===== src/rtl/pipe_reg_chain.sv =====
// Elastic valid/ready register chain: WIDTH-bit beats through DEPTH stages with bubble collapsing.
// Define PIPE_REG_FLUSH_EN to add the synchronous flush_i port.
module pipe_reg_chain #(
  parameter int unsigned      WIDTH     = 8,
  parameter int unsigned      DEPTH     = 2,
  parameter logic [WIDTH-1:0] RESET_VAL = '0
) (
  input  logic                       clk_i,
  input  logic                       reset_ni,
`ifdef PIPE_REG_FLUSH_EN
  input  logic                       flush_i,
`endif
  input  logic                       valid_i,
  output logic                       ready_o,
  input  logic [WIDTH-1:0]           data_i,
  output logic                       valid_o,
  input  logic                       ready_i,
  output logic [WIDTH-1:0]           data_o,
  output logic [$clog2(DEPTH+1)-1:0] occupancy_o
);

  localparam int unsigned OccW = $clog2(DEPTH + 1);

  logic [DEPTH-1:0] valid_q, valid_d, move;
  logic [WIDTH-1:0] data_q [DEPTH];
  logic [WIDTH-1:0] data_d [DEPTH];
  logic             flush;

`ifdef PIPE_REG_FLUSH_EN
  assign flush = flush_i;
`else
  assign flush = 1'b0;
`endif

  // A stage may load when it is empty or everything downstream of it is moving.
  always_comb begin
    logic m;
    move          = '0;
    m             = ready_i || !valid_q[DEPTH-1];
    move[DEPTH-1] = m;
    for (int k = int'(DEPTH) - 2; k >= 0; k--) begin
      m       = m || !valid_q[k];
      move[k] = m;
    end
  end

  always_comb begin
    valid_d = valid_q;
    data_d  = data_q;
    if (move[0]) begin
      valid_d[0] = valid_i;
      if (valid_i) data_d[0] = data_i;
    end
    for (int k = 1; k < int'(DEPTH); k++) begin
      if (move[k]) begin
        valid_d[k] = valid_q[k-1];
        if (valid_q[k-1]) data_d[k] = data_q[k-1];
      end
    end
    // Flush drops every beat but leaves the data registers untouched.
    if (flush) begin
      valid_d = '0;
      data_d  = data_q;
    end
  end

  always_ff @(posedge clk_i or negedge reset_ni) begin
    if (!reset_ni) begin
      valid_q <= '0;
      for (int k = 0; k < int'(DEPTH); k++) data_q[k] <= RESET_VAL;
    end else begin
      valid_q <= valid_d;
      data_q  <= data_d;
    end
  end

  always_comb begin
    occupancy_o = '0;
    for (int k = 0; k < int'(DEPTH); k++) occupancy_o = occupancy_o + OccW'(valid_q[k]);
  end

  assign ready_o = move[0] && !flush;
  assign valid_o = valid_q[DEPTH-1] && !flush;
  assign data_o  = data_q[DEPTH-1];

endmodule


===== config.mk =====
export PLATFORM = sky130hd
export DESIGN_NAME = pipe_reg_chain
export DESIGN_NICKNAME = d
export VERILOG_FILES = /design/src/rtl/pipe_reg_chain.sv
export SDC_FILE = /design/constraint.sdc
export NUM_CORES = 1
export LEC_CHECK = 0
export CAP_MARGIN = 40
export CORE_MARGIN = 2
export CORE_UTILIZATION = 48
export CTS_BUF_LIST = sky130_fd_sc_hd__clkbuf_8 sky130_fd_sc_hd__clkbuf_16
export CTS_CLUSTER_SIZE = 12
export DETAILED_ROUTE_END_ITERATION = 8
export HOLD_SLACK_MARGIN = 0.03
export PLACE_DENSITY_LB_ADDON = 0.1
export SETUP_SLACK_MARGIN = 0.15
export SLEW_MARGIN = 5
export SYNTH_ARGS = -nofsm -noshare
export SYNTH_HDL_FRONTEND = slang
export SYNTH_SLANG_ARGS = --single-unit

===== constraint.sdc =====
create_clock -name clk_i -period 1.87 [get_ports clk_i]
set_clock_uncertainty 0.2 [all_clocks]
set_input_delay 0.187 -clock clk_i [delete_from_list [all_inputs] [get_ports clk_i]]
set_output_delay 0.187 -clock clk_i [all_outputs]
set_load 0.05 [all_outputs]

# Word level (Yosys, flattened, before mapping)

Index checks and enable logic that the tools add are counted.

Flip-flop bits (word level): 18
Bits of input ports: 12

Add/subtract/negate cells: 1
Reduce and logical (&&, ||, !) cells: 6

Operator list:

| cell             | count |
|---|---|
| $reduce_and 2->1 | 2 |
| $add 1x1->2      | 1 |
| $logic_not 1->1  | 2 |
| $logic_or 1x1->1 | 2 |

# Logic depth before layout (Yosys ltp)

Gate-level depths: netlist (run 1).

Depth in word-level cells: 4
Mapped depth: 3

# Worst setup path after synthesis (run 1)

OpenSTA, ideal clock, no wires.

Kind: register to register
From: reg valid_q[1]
To: reg data_q[10] (netlist bit)
Path buffers: 0
Data arrival time: 1508 ps
Cell stages (with the launch flop): 4
Slack: 37 ps
Data required time: 1545 ps
Library setup time: 125 ps
Path through: dfrtp_1 nand3b_4 nand2_8 mux2_4

Longest elaborated chain between the ends: 4

RTL lines:

| element                           | RTL line | RTL |
|---|---|---|
| start, declared                   | 24       | `logic [DEPTH-1:0] valid_q, valid_d, move;` |
| start signal, assigned            | 72       | `valid_q <= valid_d;` |
| $logic_not 1->1                   | 39       | `m = ready_i \|\| !valid_q[DEPTH-1];` |
| $logic_or 1x1->1                  | 39       |  |
| $logic_or 1x1->1                  | 42       | `m = m \|\| !valid_q[k];` |
| named net ready_o                 | 14       | `output logic ready_o,` |
| $reduce_and 2->1 (no source line) | --       |  |
| end signal, assigned              | 73       | `data_q <= data_d;` |
| end, declared                     | 25       | `logic [WIDTH-1:0] data_q [DEPTH];` |

The timed path passes the listed nets, and every way through them passes these cells.
A chain may end at the register's enable or synchronous reset.

# Worst setup path in the final report (run 1)

From: reg valid_q[1]
To: out occupancy_o[0]

Longest elaborated chain between the ends: 1

RTL lines:

| element       | RTL line | RTL |
|---|---|---|
| $add 1x1->2   | 79       | `for (int k = 0; k < int'(DEPTH); k++) occupancy_o = occupancy_o + OccW'(valid_q[k]);` |
| end, declared | 19       | `output logic [$clog2(DEPTH+1)-1:0] occupancy_o` |

Every way passes these cells.

==> results_dict.tcl, run 1 <==
set metrics [dict create \
    switchingPower_uw 436 \
    ys_types 10 \
    synth_compound_area_frac 0 \
    sw_frac_of_total 0.342 \
    synth_area_leaders "dfrtp_1, mux2_4, mux2_2" \
    rows 14 \
    die_x_um 44.8 \
    synthSimpleGateAreaFrac 0.0829 \
    area_delta_synth_final_pct 33.3 \
    reg2reg_depth 3 \
    worst_ir_drop_vdd_v 0.000701 \
    cp_cell_sequence "ha_1 > buf_12" \
    grtUsageTotal 0.143 \
    crit_arrival_ps 1190 \
    met1_length_um 536 \
    synthesis.area_um2 800 \
    nets 83 \
    rsz0062_at_grt "false" \
    routed-wl-met2_um 594 \
    dr_wl_met3_um 72 \
    finalCriticalPeriod_ps 1570 \
    antenna_cells 0 \
    pwr-share-comb 0.362 \
    status "finished, final reports clean" \
    insertion_delay_ps 240 \
    ys_seq_area_frac 0.563 \
    final.setup.tns_ps 0 \
    max_cap_viol_count 0 \
    h-tree-depth 1 \
    maxSlewViolCount 0 \
    startpoint_type "flip-flop" \
    tritoncts "yes" \
    drive_gt1_frac 0.478 \
    yosysWarnings 0 \
    p_total_mw 1.27 \
    fmax_ghz 0.635 \
    worst_pin_slew_ps 487 \
    synth_area_per_cell_um2 16.3 \
    die_area_um2 2010 \
    path_class "reg2out" \
    p_clk_frac 0.241 \
    wirelength_um 1200 \
    vias 451 \
    ys_async_sr_fraction 1.00 \
    synthesis.nets 62 \
    grt_pass1_wl_um 2060 \
    power.internal_uw 839 \
    cpMaxStageDelayCell "dfrtp_2" \
    synth_most_common_cell "dfrtp_1" \
    yosys_most_used_dff "dfrtp_1" \
    port_buffers 23 \
    synth_top_cell_area_share 0.563 \
    synth_seq_cells 18 \
    gp_congestion 0.690 \
    syn_inst 49 \
    cts_buffers 3 \
    top_layer "met3" \
    dpl_cell_area_um2 1020 \
    design_area_um2 1070 \
    drc 0 \
    start_util 0.519 \
    p_leak_nw 0.497 \
    cpPeakStageDelay_ps 440 \
    clock_tree.buffer_depth 2 \
    required_ps 1480 \
    viasPerCell 5.31 \
    first_iter_violations 1 \
    grt_pass1_vias 455 \
    synth_xor_area_frac 0 \
    grt_remaining_overflow 0 \
    synth_edf_count 0 \
    post-dp-hpwl_um 882 \
    cellPowerDensity_nw_per_um2 1200 \
    relSlewSlack 0.677 \
    hp-class "in2async" \
    antenna_found_initial 0 \
    worst_setup_path_end_kind "output port" \
    synth_adder_area_share 0.0156 \
    seqPwrFrac 0.396 \
    post-route-period-util 0.842 \
    wl_per_cell_um 14.2 \
    synthMuxAreaShare 0.263 \
    path_clk_slew_ps 70 \
    crit_fanout 4 \
    cts_root_buf "clkbuf_8" \
    ios 24 \
    design.core.area_um2 1540 \
    dr.pass1.iters 4 \
    grt_max_degree 19 \
    nFillCells 121 \
    drtAntennaViolNets 0 \
    clock-sinks 18 \
    yosys-top-cells-count "dfrtp_1, buf_4, mux2_2, mux2_4, nand2b_1" \
    hold_violations 0 \
    synth_top_family_by_area "multiplexers" \
    finalSetupViolations 0 \
    fp.dieH_um 44.8 \
    synth_largest_area_cell "dfrtp_1" \
]
==> logic make-up after synthesis <==
| family | Yosys count |
|---|---|
| flip-flops | 18 |
| multiplexers | 16 |
| buffers and inverters | 8 |
| AND/OR/NAND/NOR | 6 |
| adder cells (fa/ha/maj) | 1 |
==> sequential cells by signal, indices dropped and copies added (netlist names) <==
name     count
data_o       8
data_q       8
valid_q      2
==> repair_timing <==
action / 4_1_cts / 5_1_grt
gates resized for setup: 4 / 0
setup endpoints to repair: 4 / 0
hold buffers: 0 / 0
endpoints found under the hold margin: 0 / 0
setup buffers: 0 / 0
==> worst max-delay path, delay by kind of cell, from the launching register on <==
kind	cells	cell delay [ps]
buffers and inverters	1	160
adder cells (fa/ha/maj)	1	340
flip-flops	1	440
==> routing by layer <==
metal,GRT usage,vias up
met4,0.0353,0
met1,0.198,234
met5,0,-
met2,0.226,15
met3,0.0360,0
li1,-,202
==> worst paths after layout <==
kind,slack [ps],endpoint,startpoint
setup / recovery,300,occupancy_o[0],valid_q[1]
hold / removal,100,data_o[2],reset_ni
setup reg to reg,490,data_o[5],valid_q[1]
hold reg to reg,300,data_o[1],data_o[1]
max in group asynchronous,1170,valid_q[1],reset_ni
min in group clk_i,300,data_o[1],data_o[1]
==> cells in the final DEF, fill, tap and decap left out, drive strengths merged <==
cell / count
dlygate4sd2: 4
mux2: 16
buf: 9
clkdlybuf4s50: 11
nand3b: 1
nand2: 2
clkbuf: 4
nand2b: 2
ha: 1
dfrtp: 18
or2b: 1
==> metrics by stage <==
step | hold slack [ps] | worst slack [ps] | std cells | util
2_1_floorplan | -309 | 244 | 49 | -
3_3_place_gp | 290 | 240 | 81 | 0.659
3_5_place_dp | 292 | 211 | 81 | 0.659
4_1_cts | 109 | 284 | 85 | 0.692
5_1_grt | 110 | 250 | 85 | 0.692
6_report | 96.8 | 296 | 85 | 0.692
==> power groups by stage <==
stage	clock [mW]	sequential, mW	combinational, mW
finish	0.307	0.505	0.462
global route	0.332	0.516	0.479
CTS	0.314	0.506	0.467
detailed placement	0	0.514	0.480
global placement	0	0.513	0.475
floorplan	0	0.507	0.381
==> area by class of cell <==
class	count	area (um2)	share of cell area
Timing Repair Buffer	24	250	0.235
Multi-Input combinational cell	23	289	0.271
Clock buffer	4	55.1	0.0516
Tap cell	16	20.0	0.0188
Sequential cell	18	452	0.424
Power figures use the tool's default switching activity.
==> inputs of run 2 (changes only) <==
--- a/config.mk
+++ b/config.mk
@@ -7,7 +7,7 @@
 export LEC_CHECK = 0
 export CAP_MARGIN = 40
 export CORE_MARGIN = 2
-export CORE_UTILIZATION = 48
+export CORE_UTILIZATION = 44
 export CTS_BUF_LIST = sky130_fd_sc_hd__clkbuf_8 sky130_fd_sc_hd__clkbuf_16
 export CTS_CLUSTER_SIZE = 12
 export DETAILED_ROUTE_END_ITERATION = 8
==> constraint.sdc (replaced) <==
create_clock -name clk_i -period 1.5 [get_ports clk_i]
set_clock_uncertainty 0.2 [all_clocks]
set_input_delay 0.15 -clock clk_i [delete_from_list [all_inputs] [get_ports clk_i]]
set_output_delay 0.15 -clock clk_i [all_outputs]
set_load 0.05 [all_outputs]
==> run 2 against run 1 <==
  * Routed wire length increased by 14%
  * Count of clock-buffer cells in the layout unchanged
  * Combinational power is 74% higher
  * Cell count is 14% higher
  * First-iteration DRC count unchanged
  * Global-route usage rose by 0.11 points
  * Clock power grew 27%
  * Register-to-register slack worse by 390 ps
  * Design area grew 20%
  * Critical path type unchanged
  * Critical endpoint unchanged
  * Largest power group is now combinational logic
==> results_dict.tcl, run 2 (synthesized netlist as in run 1, its figures left out) <==
set metrics [dict create \
    crit_start "valid_q[1]" \
    wirelength_um 1370 \
    worst_pin_slew_ps 233 \
    insertion_delay_ps 250 \
    crit_arrival_ps 1110 \
    hold-worst-slack_ps 32.4 \
    hold_violations 0 \
    vias 443 \
    grtUsageTotal 0.144 \
    relSlewSlack 0.845 \
    required_ps 1150 \
    start_util 0.463 \
    rows 15 \
    cpMaxStageDelayCell "dfrtp_2" \
    clock-sinks 18 \
    worst_setup_path_end_kind "output port" \
    die_area_um2 2170 \
    path_buf_inv 1 \
    finalSetupViolations 0 \
    max_cap_viol_count 0 \
    finalCriticalPeriod_ps 1460 \
    path_clk_slew_ps 70 \
    drc 0 \
    worst_ir_drop_vdd_v 0.00102 \
    grt_pass1_wl_um 2180 \
    wl_per_cell_um 14.2 \
    die_x_um 46.6 \
    dr.pass1.iters 3 \
    startpoint_type "flip-flop" \
    ff2ff_setup_slack_ps 100 \
    drtAntennaViolNets 0 \
    drive_gt1_frac 0.597 \
    ios 24 \
    h-tree-depth 1 \
    fin_cells 97 \
    cpPeakStageDelay_ps 450 \
    grt_pass1_vias 480 \
    final.setup.tns_ps 0 \
    port_buffers 23 \
    post-route-period-util 0.974 \
    grt_max_degree 19 \
    cts_root_buf "clkbuf_8" \
    path_class "reg2out" \
    fp.dieH_um 46.6 \
    p_leak_nw 0.607 \
    cts_buffers 3 \
    tritoncts "yes" \
    path_delay_family "flip-flops" \
    fmax_ghz 0.685 \
    area_delta_synth_final_pct 60.4 \
    r2r_end "data_o[5]" \
    post-place-cells 91 \
    dpl_cell_area_um2 1150 \
    rsz0062_at_grt "true" \
    viasPerCell 4.57 \
    status "finished, final reports clean" \
    hp-class "in2async" \
    cellPowerDensity_nw_per_um2 1450 \
    nets 86 \
    clock_tree.buffer_depth 2 \
    post-dp-hpwl_um 920 \
    antenna_cells 0 \
    grt_remaining_overflow 0 \
    gp_congestion 0.674 \
    maxSlewViolCount 0 \
    r2r-start "valid_q[1]" \
    first_iter_violations 1 \
    design.core.area_um2 1730 \
    antenna_found_initial 0 \
    reg2reg_depth 4 \
    design_area_um2 1280 \
    cp_cell_sequence "ha_4 > buf_12" \
    final_cell_mix "mux2_4, dfrtp_1, buf_12, clkdlybuf4s50_1, clkbuf_8" \
    crit_fanout 3 \
]
run 2: changes by cell type in the layout (fill, tap and decap cells not counted), sizes merged:
cell,previous run,this run
buf,9,16
dlygate4sd2,4,0
dlymetal6s2s,0,1
clkdlybuf4s50,11,10
run 2: worst max path at each step:
stage / to / slack [ps] / cells after the start
global route: occupancy_o[0] / 8 / 2
CTS: occupancy_o[0] / 30 / 2
floorplan: data_q[10] / -90 / 3
global placement: data_o[3] / -50 / 4
finish: occupancy_o[0] / 40 / 2
detailed placement: data_o[4] / -90 / 4
run 2: layer usage:
layer / routed length, um / GRT usage / vias up
met3: 67 / 0.0314 / 0
met2: 688 / 0.228 / 15
met4: 0 / 0.0500 / 0
met5: 0 / 0 / -
li1: - / - / 207
met1: 618 / 0.194 / 221
run 2: timing repair:
action                     in CTS  in global routing
pin swaps                       1                  1
resized for setup               8                  5
setup buffers                   2                  0
hold buffers                    0                  0
setup endpoints to repair      14                 12
run 2: final cells by class:
cell class	instances	area [um2]
sequential	18	453
tap	25	31.3
clock buffer	4	55.1
timing repair buffer	27	390
fill	114	444
multi-input combinational	23	353
run 2: metrics by stage:
step	setup slack (ps)	util	total power, mW
4_1_cts	33.1	0.733	1.86
6_report	39.1	0.743	1.87
2_1_floorplan	-94.2	-	1.12
3_5_place_dp	-86.3	0.666	1.43
5_1_grt	7.92	0.743	1.93
3_3_place_gp	-48.1	0.666	1.42
run 2: power by group:
group,switching [mW],internal [mW]
clock,0.156,0.233
sequential,0.0928,0.580
combinational,0.358,0.446
total,0.607,1.26
